File: config.mk
export PLATFORM = sky130hd
export DESIGN_NAME = fifo_rr_ctrl
export DESIGN_NICKNAME = d
export VERILOG_FILES = /design/src/rtl/fifo_rr_ctrl.sv
export SDC_FILE = /design/constraint.sdc
export NUM_CORES = 1
export LEC_CHECK = 0
export BUFFER_PORTS_ARGS = -buffer_cell sky130_fd_sc_hd__clkbuf_2
export CAP_MARGIN = 20
export CELL_PAD_IN_SITES_DETAIL_PLACEMENT = 0
export CELL_PAD_IN_SITES_GLOBAL_PLACEMENT = 1
export CORE_MARGIN = 3
export CORE_UTILIZATION = 30
export CTS_BUF_LIST = sky130_fd_sc_hd__clkbuf_8
export CTS_CLUSTER_DIAMETER = 30
export DETAILED_ROUTE_END_ITERATION = 6
export GPL_ROUTABILITY_DRIVEN = 0
export PLACE_DENSITY = 0.89
export SLEW_MARGIN = 0
export SYNTH_ARGS = -nofsm -noshare
export SYNTH_HDL_FRONTEND = slang
export SYNTH_SLANG_ARGS = --single-unit
File: constraint.sdc
create_clock -name clk -period 2.94 [get_ports clk]
set_clock_uncertainty 0.2 [all_clocks]
set_input_delay 0.441 -clock clk [delete_from_list [all_inputs] [get_ports clk]]
set_output_delay 0.441 -clock clk [all_outputs]
set_load 0.005 [all_outputs]
File: src/rtl/fifo_rr_ctrl.sv
// Round-robin write arbiter for two byte producers plus a fixed-length burst
// read sequencer for a 16x8 FIFO; tracks FIFO occupancy internally.
module fifo_rr_ctrl #(
  parameter int BURST = 4,
  parameter int DEPTH = 16
) (
  input  logic       clk,
  input  logic       rst,
  input  logic       a_valid,
  input  logic [7:0] a_data,
  output logic       a_ready,
  input  logic       b_valid,
  input  logic [7:0] b_data,
  output logic       b_ready,
  output logic       fifo_w_en,
  output logic [7:0] fifo_data_w,
  input  logic       fifo_full,
  output logic       fifo_r_en,
  input  logic [7:0] fifo_data_r,
  input  logic       sink_ready,
  output logic       out_valid,
  output logic [7:0] out_data,
  output logic       out_last,
  output logic [4:0] level,
  output logic       busy
);

  localparam int CW = (BURST > 1) ? $clog2(BURST) : 1;
  localparam logic [4:0] DEPTH_L = 5'(DEPTH);
  localparam logic [4:0] BURST_L = 5'(BURST);
  localparam logic [CW-1:0] CNT_INIT = CW'(BURST - 1);

  typedef enum logic [1:0] {IDLE, READ, TAIL} state_t;

  state_t state, state_next;
  logic [CW-1:0] cnt, cnt_next;
  logic r_en_next, busy_next, last_next;
  logic prio;
  logic grant_a, grant_b, wr_ok;

  // prio = 0 favours A on contention, 1 favours B.
  always_comb begin
    grant_a     = a_valid && (!b_valid || !prio);
    grant_b     = b_valid && (!a_valid || prio);
    wr_ok       = (level < DEPTH_L) && !fifo_full && !rst;
    a_ready     = grant_a && wr_ok;
    b_ready     = grant_b && wr_ok;
    fifo_w_en   = a_ready || b_ready;
    fifo_data_w = grant_a ? a_data : (grant_b ? b_data : 8'h00);
  end

  assign out_data = fifo_data_r;

  always_ff @(posedge clk or posedge rst) begin
    if (rst) begin
      prio  <= 1'b0;
      level <= 5'd0;
    end else begin
      if (fifo_w_en) prio <= a_ready;
      case ({fifo_w_en, fifo_r_en})
        2'b10:   level <= level + 5'd1;
        2'b01:   level <= level - 5'd1;
        default: level <= level;
      endcase
    end
  end

  always_comb begin
    state_next = state;
    cnt_next   = cnt;
    r_en_next  = 1'b0;
    busy_next  = busy;
    last_next  = 1'b0;
    case (state)
      IDLE: begin
        busy_next = 1'b0;
        if (level >= BURST_L && sink_ready) begin
          state_next = READ;
          r_en_next  = 1'b1;
          cnt_next   = CNT_INIT;
          busy_next  = 1'b1;
        end
      end
      READ: begin
        busy_next = 1'b1;
        if (cnt == '0) begin
          state_next = TAIL;
          last_next  = 1'b1;
        end else begin
          r_en_next = 1'b1;
          cnt_next  = cnt - 1'b1;
        end
      end
      TAIL: begin
        state_next = IDLE;
        busy_next  = 1'b0;
      end
      default: begin
        state_next = IDLE;
        busy_next  = 1'b0;
      end
    endcase
  end

  // Read data is registered inside the fifo, so out_valid trails r_en by one.
  always_ff @(posedge clk or posedge rst) begin
    if (rst) begin
      state     <= IDLE;
      cnt       <= '0;
      fifo_r_en <= 1'b0;
      busy      <= 1'b0;
      out_valid <= 1'b0;
      out_last  <= 1'b0;
    end else begin
      state     <= state_next;
      cnt       <= cnt_next;
      fifo_r_en <= r_en_next;
      busy      <= busy_next;
      out_valid <= fifo_r_en;
      out_last  <= last_next;
    end
  end

endmodule
== Word-level counts from Yosys, hierarchy flattened ==
Index checks and enable logic that the tools add are counted.

* Add/subtract/negate cells: 3
* Magnitude comparators: 2
* Equality and inequality tests: 6
* Mux-type cells: 15
* Reduce and logical (&&, ||, !) cells: 21

{| class="wikitable"
|+ Operator list
! kind !! number
|-
| 8-bit 2-to-1 mux || 2
|-
| 5-bit case mux with 2 select lines || 1
|-
| 2-bit 2-to-1 mux || 4
|-
| 2-bit case mux with 2 select lines || 2
|-
| 1-bit logical AND || 7
|-
| 2-bit inequality test (second input constant) || 3
|-
| 5-bit by 1-bit adder with 5-bit output (second input constant) || 1
|-
| 5-bit by 3-bit greater-or-equal comparator with 1-bit output (second input constant) || 1
|-
| 1-bit logical NOT || 5
|-
| 5-bit less-than comparator (second input constant) || 1
|-
| 5-bit by 1-bit subtractor with 5-bit output (second input constant) || 1
|-
| 2-bit by 1-bit == test with 1-bit output (second input constant) || 2
|-
| 2-bit logical NOT || 2
|-
| 1-bit 2-to-1 mux || 4
|-
| 1-bit case mux with 2 select lines || 2
|-
| 2-bit nonzero test || 2
|-
| 1-bit logical OR || 3
|-
| 3-bit AND reduction || 1
|-
| 2-bit == test (second input constant) || 1
|-
| 2-bit AND reduction || 1
|-
| 2-bit by 1-bit subtractor with 2-bit output (second input constant) || 1
|}

* Bits in registers: 14
* Input bits: 30
* Output and inout bits: 28
* Logic and storage cells: 55

== Depth between registers and ports, before layout ==
Gate-level depths: netlist of the first run.

* Depth in word-level cells: 7
* Gate-level depth with buffers: 9
* Gate-level depth less buffers: 9

== Least setup slack after synthesis of the first run ==
OpenSTA, ideal clock, no wires.

* Path type: input-to-reg
* From: in rst
* To: reg level[4]
* Library setup time: 0.130 ns
* Arrival: 2.131 ns
* Required time: 2.610 ns
* Path slack: 0.479 ns
* Cell stages on the path: 8
* Buffers on the path: 0
* Cell sequence: nor3_1 > o21ai_0 > ha_1 > ha_1 > or2_2 > o22ai_1 > mux2i_1 > o21ai_1

* Longest elaborated chain between the ends: 6
* Elaborated cells between the ends (all ways): 9
* Those cells by class: eq/ne: 2; mux: 1; reduce/logical: 6

{| class="wikitable"
|+ RTL lines
! item !! RTL line !! text
|-
| start, declared || 8 || <nowiki>input logic rst,</nowiki>
|-
| 1-bit logical NOT (no line) * || -- ||
|-
| 1-bit logical AND * || 45 || <nowiki>wr_ok = (level < DEPTH_L) && !fifo_full && !rst;</nowiki>
|-
| 1-bit logical AND, on equally long branches || 46, 47 ||
|-
| 1-bit logical OR * || 48 || <nowiki>fifo_w_en = a_ready || b_ready;</nowiki>
|-
| 2-bit by 1-bit == test with 1-bit output / 2-bit == test (equally long branches) || 60 || <nowiki>case ({fifo_w_en, fifo_r_en})</nowiki>
|-
| 5-bit case mux with 2 select lines / 2-bit nonzero test (equally long branches) || -- ||
|-
| end signal, assigned || 61 || <nowiki>2'b10: level <= level + 5'd1;</nowiki>
|-
| end signal, assigned || 62 || <nowiki>2'b01: level <= level - 5'd1;</nowiki>
|-
| end signal, assigned || 63 || <nowiki>default: level <= level;</nowiki>
|-
| end, declared || 24 || <nowiki>output logic [4:0] level,</nowiki>
|}

Mark *: on every way between the ends. The rest lies on a longest branch, timed or not.
A chain may end at the register's enable or synchronous reset.

== Worst setup path in the final report of the first run ==
* From: reg level[4]
* To: reg level[4]

* Longest elaborated chain between the ends: 7
* Elaborated cells between the ends (all ways): 12
* Those cells by class: add/sub: 2; order compare: 1; eq/ne: 2; mux: 1; reduce/logical: 6

{| class="wikitable"
|+ RTL lines
! item !! RTL line
|-
| 5-bit less-than comparator || 45
|-
| 1-bit logical AND (2 in a row) || 45
|-
| 1-bit logical AND, on equally long branches || 46, 47
|-
| 1-bit logical OR || 48
|-
| 2-bit by 1-bit == test with 1-bit output / 2-bit == test (equally long branches) || 60
|-
| 5-bit case mux with 2 select lines / 2-bit nonzero test (equally long branches) || --
|}

Several ways; a longest one is shown, not always the timed one.

==> results.cfg, run 1 <==
[timing]
slew_headroom_pct = 64.4
hold_viol_final = 0
fin_hold_ws_ps = 17.8
tightest_slew_ps = 533
finalSetupViolCount = 0
grt_setup_unrepaired = false
min_period_over_period_pct = 86.9
setup_ws_ps = 385
fin_crit_ps = 2550
maxSlewViolCount = 0
max_freq_mhz = 391
final.setup.tns_ps = 0

[grt]
grt_overflow = 0
grt_usage_pct = 12.1
first_global_vias = 724
grt_max_degree = 15
grt_pass1_wl_um = 3200
antenna_found_initial = 0

[drt]
routed_via_density = 5.03
routed-via-count = 804
first_pass_iters = 3
wl_per_cell_um = 13.8
ant_nets = 0
routed_wl_um = 2210
drtIter0Drc = 13
drc_errors = 0

[synth]
synth_top_area_cell = dfrtp_1
yosysWarnings = 0
synthCells = 92
syn-cell-area_um2 = 896
ys_ff_latch = 14
synth.top_cell.area_share_pct = 39.1
syn_avg_cell_area_um2 = 9.74
synthesis.nets = 128
synthTopCellsByArea = dfrtp_1 (39%), a22o_1 (7.8%), buf_4 (7.5%), ha_1 (7.0%), inv_1 (4.2%)
synth.distinct_cells = 31
yosysSeqAreaShare_pct = 39.1

[finish]
drive_gt1_share_pct = 41.1
area_growth_pct = 26.7
final_nets = 166
layout_common_cells = clkbuf_2 (41), dfrtp_1 (14), inv_1 (10)
layoutNonFillerInstCount = 160
diodes = 0
final_cell_area_um2 = 1130
layout_commonest_cell = clkbuf_2

[clocking]
cts_made_buffers = 3
clk_path_buf_depth = 2
cts_tree = done
htree_levels = 1
cts_hold_buffers = 0
path_clk_slew_ps = 60
cts-root-buf = clkbuf_8
clk-insertion-delay-late_ps = 250
cts.sinks = 14
cts_setup_buffers = 0
post_cts_resize_count = 0

[place]
hpwl_um = 1880
place_area_um2 = 1080
dp.cells = 156
pre_cts_slack_ps = 311
port-buffer-count = 41

[worst_hold_path]
hp-class = input port to async pin

[floorplan]
ios = 58
die_y_um = 60.6
die_area_um2 = 3680
die_x_um = 60.6
core_um2 = 2810
initial_core_util_pct = 31.9
rows = 19

[critical_path]
worstPathMaxFanout = 7
startpoint = level[4]
start_kind = flop
path_class = flop to flop
cp.required_ps = 2870
rr_endpoint = level[4]
critPathCapture = level[4]
r2r_start = level[4]
rr_worst_depth = 8
end_kind = flop
worstPathArrival_ps = 2490
rrSetupSlack_ps = 390

[power]
power_frac_seq_pct = 29.7
p_comb_share_pct = 55.0
swShare_pct = 40.7
p_clk_share_pct = 15.3
power.density_nw_per_um2 = 1090
p_switching_uw = 504
p_int_uw = 735
p_leak_uw = 0.000621
vdd_drop_max_mv = 0.364

[run]
cap_violations = 0

[run_status]
status = finished, final reports clean
## layout make-up
cell class | instances | area (um2)
Multi-Input combinational cell | 59 | 440
Clock buffer | 4 | 55.1
Tap cell | 31 | 38.8
Fill cell | 284 | 1670
Timing Repair Buffer | 42 | 213
Sequential cell | 14 | 350
Inverter | 10 | 37.5
## cell usage after synthesis (all sizes together)
master and instances:
and2 2, o211ai 1, o41ai 1, nor3 3, inv 10, nand2b 2, nand3 1, o21ai 6
ha 5, or3 1, nor2b 1, a22oi 1, dfrtp 14, a21o 1, or2 1, nor2 7
fa 1, nand2 4, xor2 2, a31oi 1, mux2i 2, buf 9, xnor2 1, o21a 1
a21oi 2, a21boi 2, a22o 8, a211o 1, o22ai 1
## power by group through the flow
stage          Clock, uW  Combinational (uW)  Sequential [uW]
2_1_floorplan          0                 500              360
3_3_place_gp           0                 647              365
3_5_place_dp           0                 687              372
4_1_cts              192                 690              369
5_1_grt              201                 781              378
6_report             190                 682              368
## worst min path at each step
stage / endpoint / start
3_5_place_dp: out_valid / fifo_r_en
6_report: level[0] / rst
4_1_cts: level[4] / rst
3_3_place_gp: out_valid / fifo_r_en
5_1_grt: cnt[0] / rst
2_1_floorplan: busy / rst
## sequential cells by signal (all words and copies together) (netlist names)
name and flops:
cnt 2, state 2, fifo_r_en 1, level 5, out_valid 1, prio 1, busy 1, out_last 1
## routing by layer
metal,routed length [um],global-route usage (%)
met1,805,10.8
met2,1120,23.7
met3,248,3.19
met4,44,7.43
met5,0,0
## worst max-delay path, stage by stage, from the launching register on
cell     delay, ps
dfrtp_1        440
nor3_1         270
o21ai_0        180
ha_1           330
ha_1           360
nor2b_1        270
o22ai_1        150
mux2i_1        150
o21ai_1         70
## stage by stage
stage               utilization [%]  total power [uW]
floorplan                         -               860
global placement               38.5              1010
detailed placement             38.5              1060
CTS                            40.5              1250
global route                   40.5              1360
finish                         40.5              1240
## cells by family after synthesis
kind of cell / after synthesis / synth area share, %
AOI/OAI and AO/OA: 26 / 21.9
xor gates and xnor gates: 3 / 2.93
adders and majority gates: 6 / 9.22
buffers and inverters: 19 / 11.7
DFF: 14 / 39.1
muxes: 2 / 2.23
and+or+nand+nor: 22 / 12.9
(Power assumes the default switching activity.)
==> run 2, diff against run 1 <==
Settings changed: PLACE_DENSITY 0.89 to 0.91.
==> run 2 against run 1 <==
Compared with the run above: routed wire length down 9.0%; sequential power about the same; total power fell by 0.89%; global-route usage decreased by 0.99 points; critical path depth stayed put; worst hold slack got worse by 4.5 ps; clock-buffer cell count unchanged; combinational power is 1% lower; flip-flop and latch count is the same.
==> results.cfg, run 2 (synthesis results as in run 1) <==
[place]
hpwl_um = 1720
pre_cts_slack_ps = 239
port-buffer-count = 41

[floorplan]
ios = 58
die_area_um2 = 3680
die_x_um = 60.6
core_um2 = 2810
die_y_um = 60.6
initial_core_util_pct = 31.9
rows = 19

[critical_path]
cp.required_ps = 2870
rrSetupSlack_ps = 330
end_kind = flop
critical_path_buf_inv_count = 0
worstPathArrival_ps = 2540
worstPathMaxFanout = 7
cp_top_family = adder cells
rr_worst_depth = 8
rr_endpoint = level[4]
cp.depth = 8
max_stage_delay_ps = 440
path_class = flop to flop
cpMostUsedCell = ha_1
cpMaxStageDelayCell = dfrtp_1
start_kind = flop
crit_chain = nor3_1 > o21ai_0 > ha_1 > ha_1 > or2_2 > o22ai_1 > mux2i_1 > o21ai_1
startpoint = level[4]
r2r_start = level[4]

[timing]
grt_setup_unrepaired = false
final.setup.tns_ps = 0
maxSlewViolCount = 0
min_period_over_period_pct = 88.8
hold_viol_final = 0
setup_ws_ps = 328
slew_headroom_pct = 65.3
fin_crit_ps = 2610
finalSetupViolCount = 0
tightest_slew_ps = 521
max_freq_mhz = 383

[finish]
final_nets = 166
largest_reg_flops = 5
top_regs = level: 5 flops, cnt: 2 flops, state: 2 flops
diodes = 0
fill_cells = 279
drive_gt1_share_pct = 41.1
regMostFlops = level
area_growth_pct = 26.7
layout_common_cells = clkbuf_2 (41), dfrtp_1 (14), inv_1 (10)
layout_commonest_cell = clkbuf_2

[grt]
grt_max_degree = 15
grt_pass1_wl_um = 3090
grt_usage_pct = 11.1
grt_overflow = 0
first_global_vias = 765
antenna_found_initial = 0

[run]
cap_violations = 0

[clocking]
cts_made_buffers = 3
cts_hold_buffers = 0
cts_tree = done
path_clk_slew_ps = 60
cts.sinks = 14
post_cts_resize_count = 0
clk-insertion-delay-late_ps = 250
cts-root-buf = clkbuf_8
cts_setup_buffers = 0
htree_levels = 1
clk_path_buf_depth = 2

[power]
power.density_nw_per_um2 = 1080
p_leak_uw = 0.000621
vdd_drop_max_mv = 0.393

[drt]
routed_via_density = 5.12
routed-via-count = 819
routed_wl_um = 2010
drtIter0Drc = 8
drc_errors = 0
wl_per_cell_um = 12.6
first_pass_iters = 4
ant_nets = 0

[worst_hold_path]
hp-class = input port to async pin

[run_status]
status = finished, final reports clean
## run 2: cell counts in the layout (fill, tap and decap cells not counted)
Identical to the previous run, type by type.
## run 2: how the worst max path moves through the flow
stage                    end  slack (ps)
global placement    level[4]         460
finish              level[4]         330
floorplan           level[4]         480
CTS                 level[4]         320
detailed placement  level[4]         240
global route        level[4]         150
## run 2: metrics by stage
step                instances  cell area, um2  hold slack, ps  power [uW]  util (%)
finish                    160            1130            13.4        1230      40.5
global route              160            1130            63.0        1350      40.5
CTS                       160            1130            29.1        1240      40.5
detailed placement        156            1080             213        1050      38.5
global placement          156            1080             200        1010      38.5
floorplan                  92             896             130         860         -
## run 2: cell type report
type	instances	area (um2)	area share [%]
flip-flops and latches	14	350	30.9
clock buffers	4	55.1	4.85
multi-input cells	59	440	38.8
inverters	10	37.5	3.31
well taps	31	38.8	3.42
repair buffers	42	213	18.7
## run 2: power by group
group	switching (uW)	internal [uW]
Sequential	75.1	291
Clock	67.9	119
Combinational	353	323
## run 2: per-layer routing
layer / GRT usage, % / wire length, um / up-vias
li1: - / - / 387
met1: 11.2 / 727 / 383
met2: 22.3 / 1050 / 42
met3: 0.851 / 186 / 7
met4: 5.57 / 47 / 0
met5: 0 / 0 / -
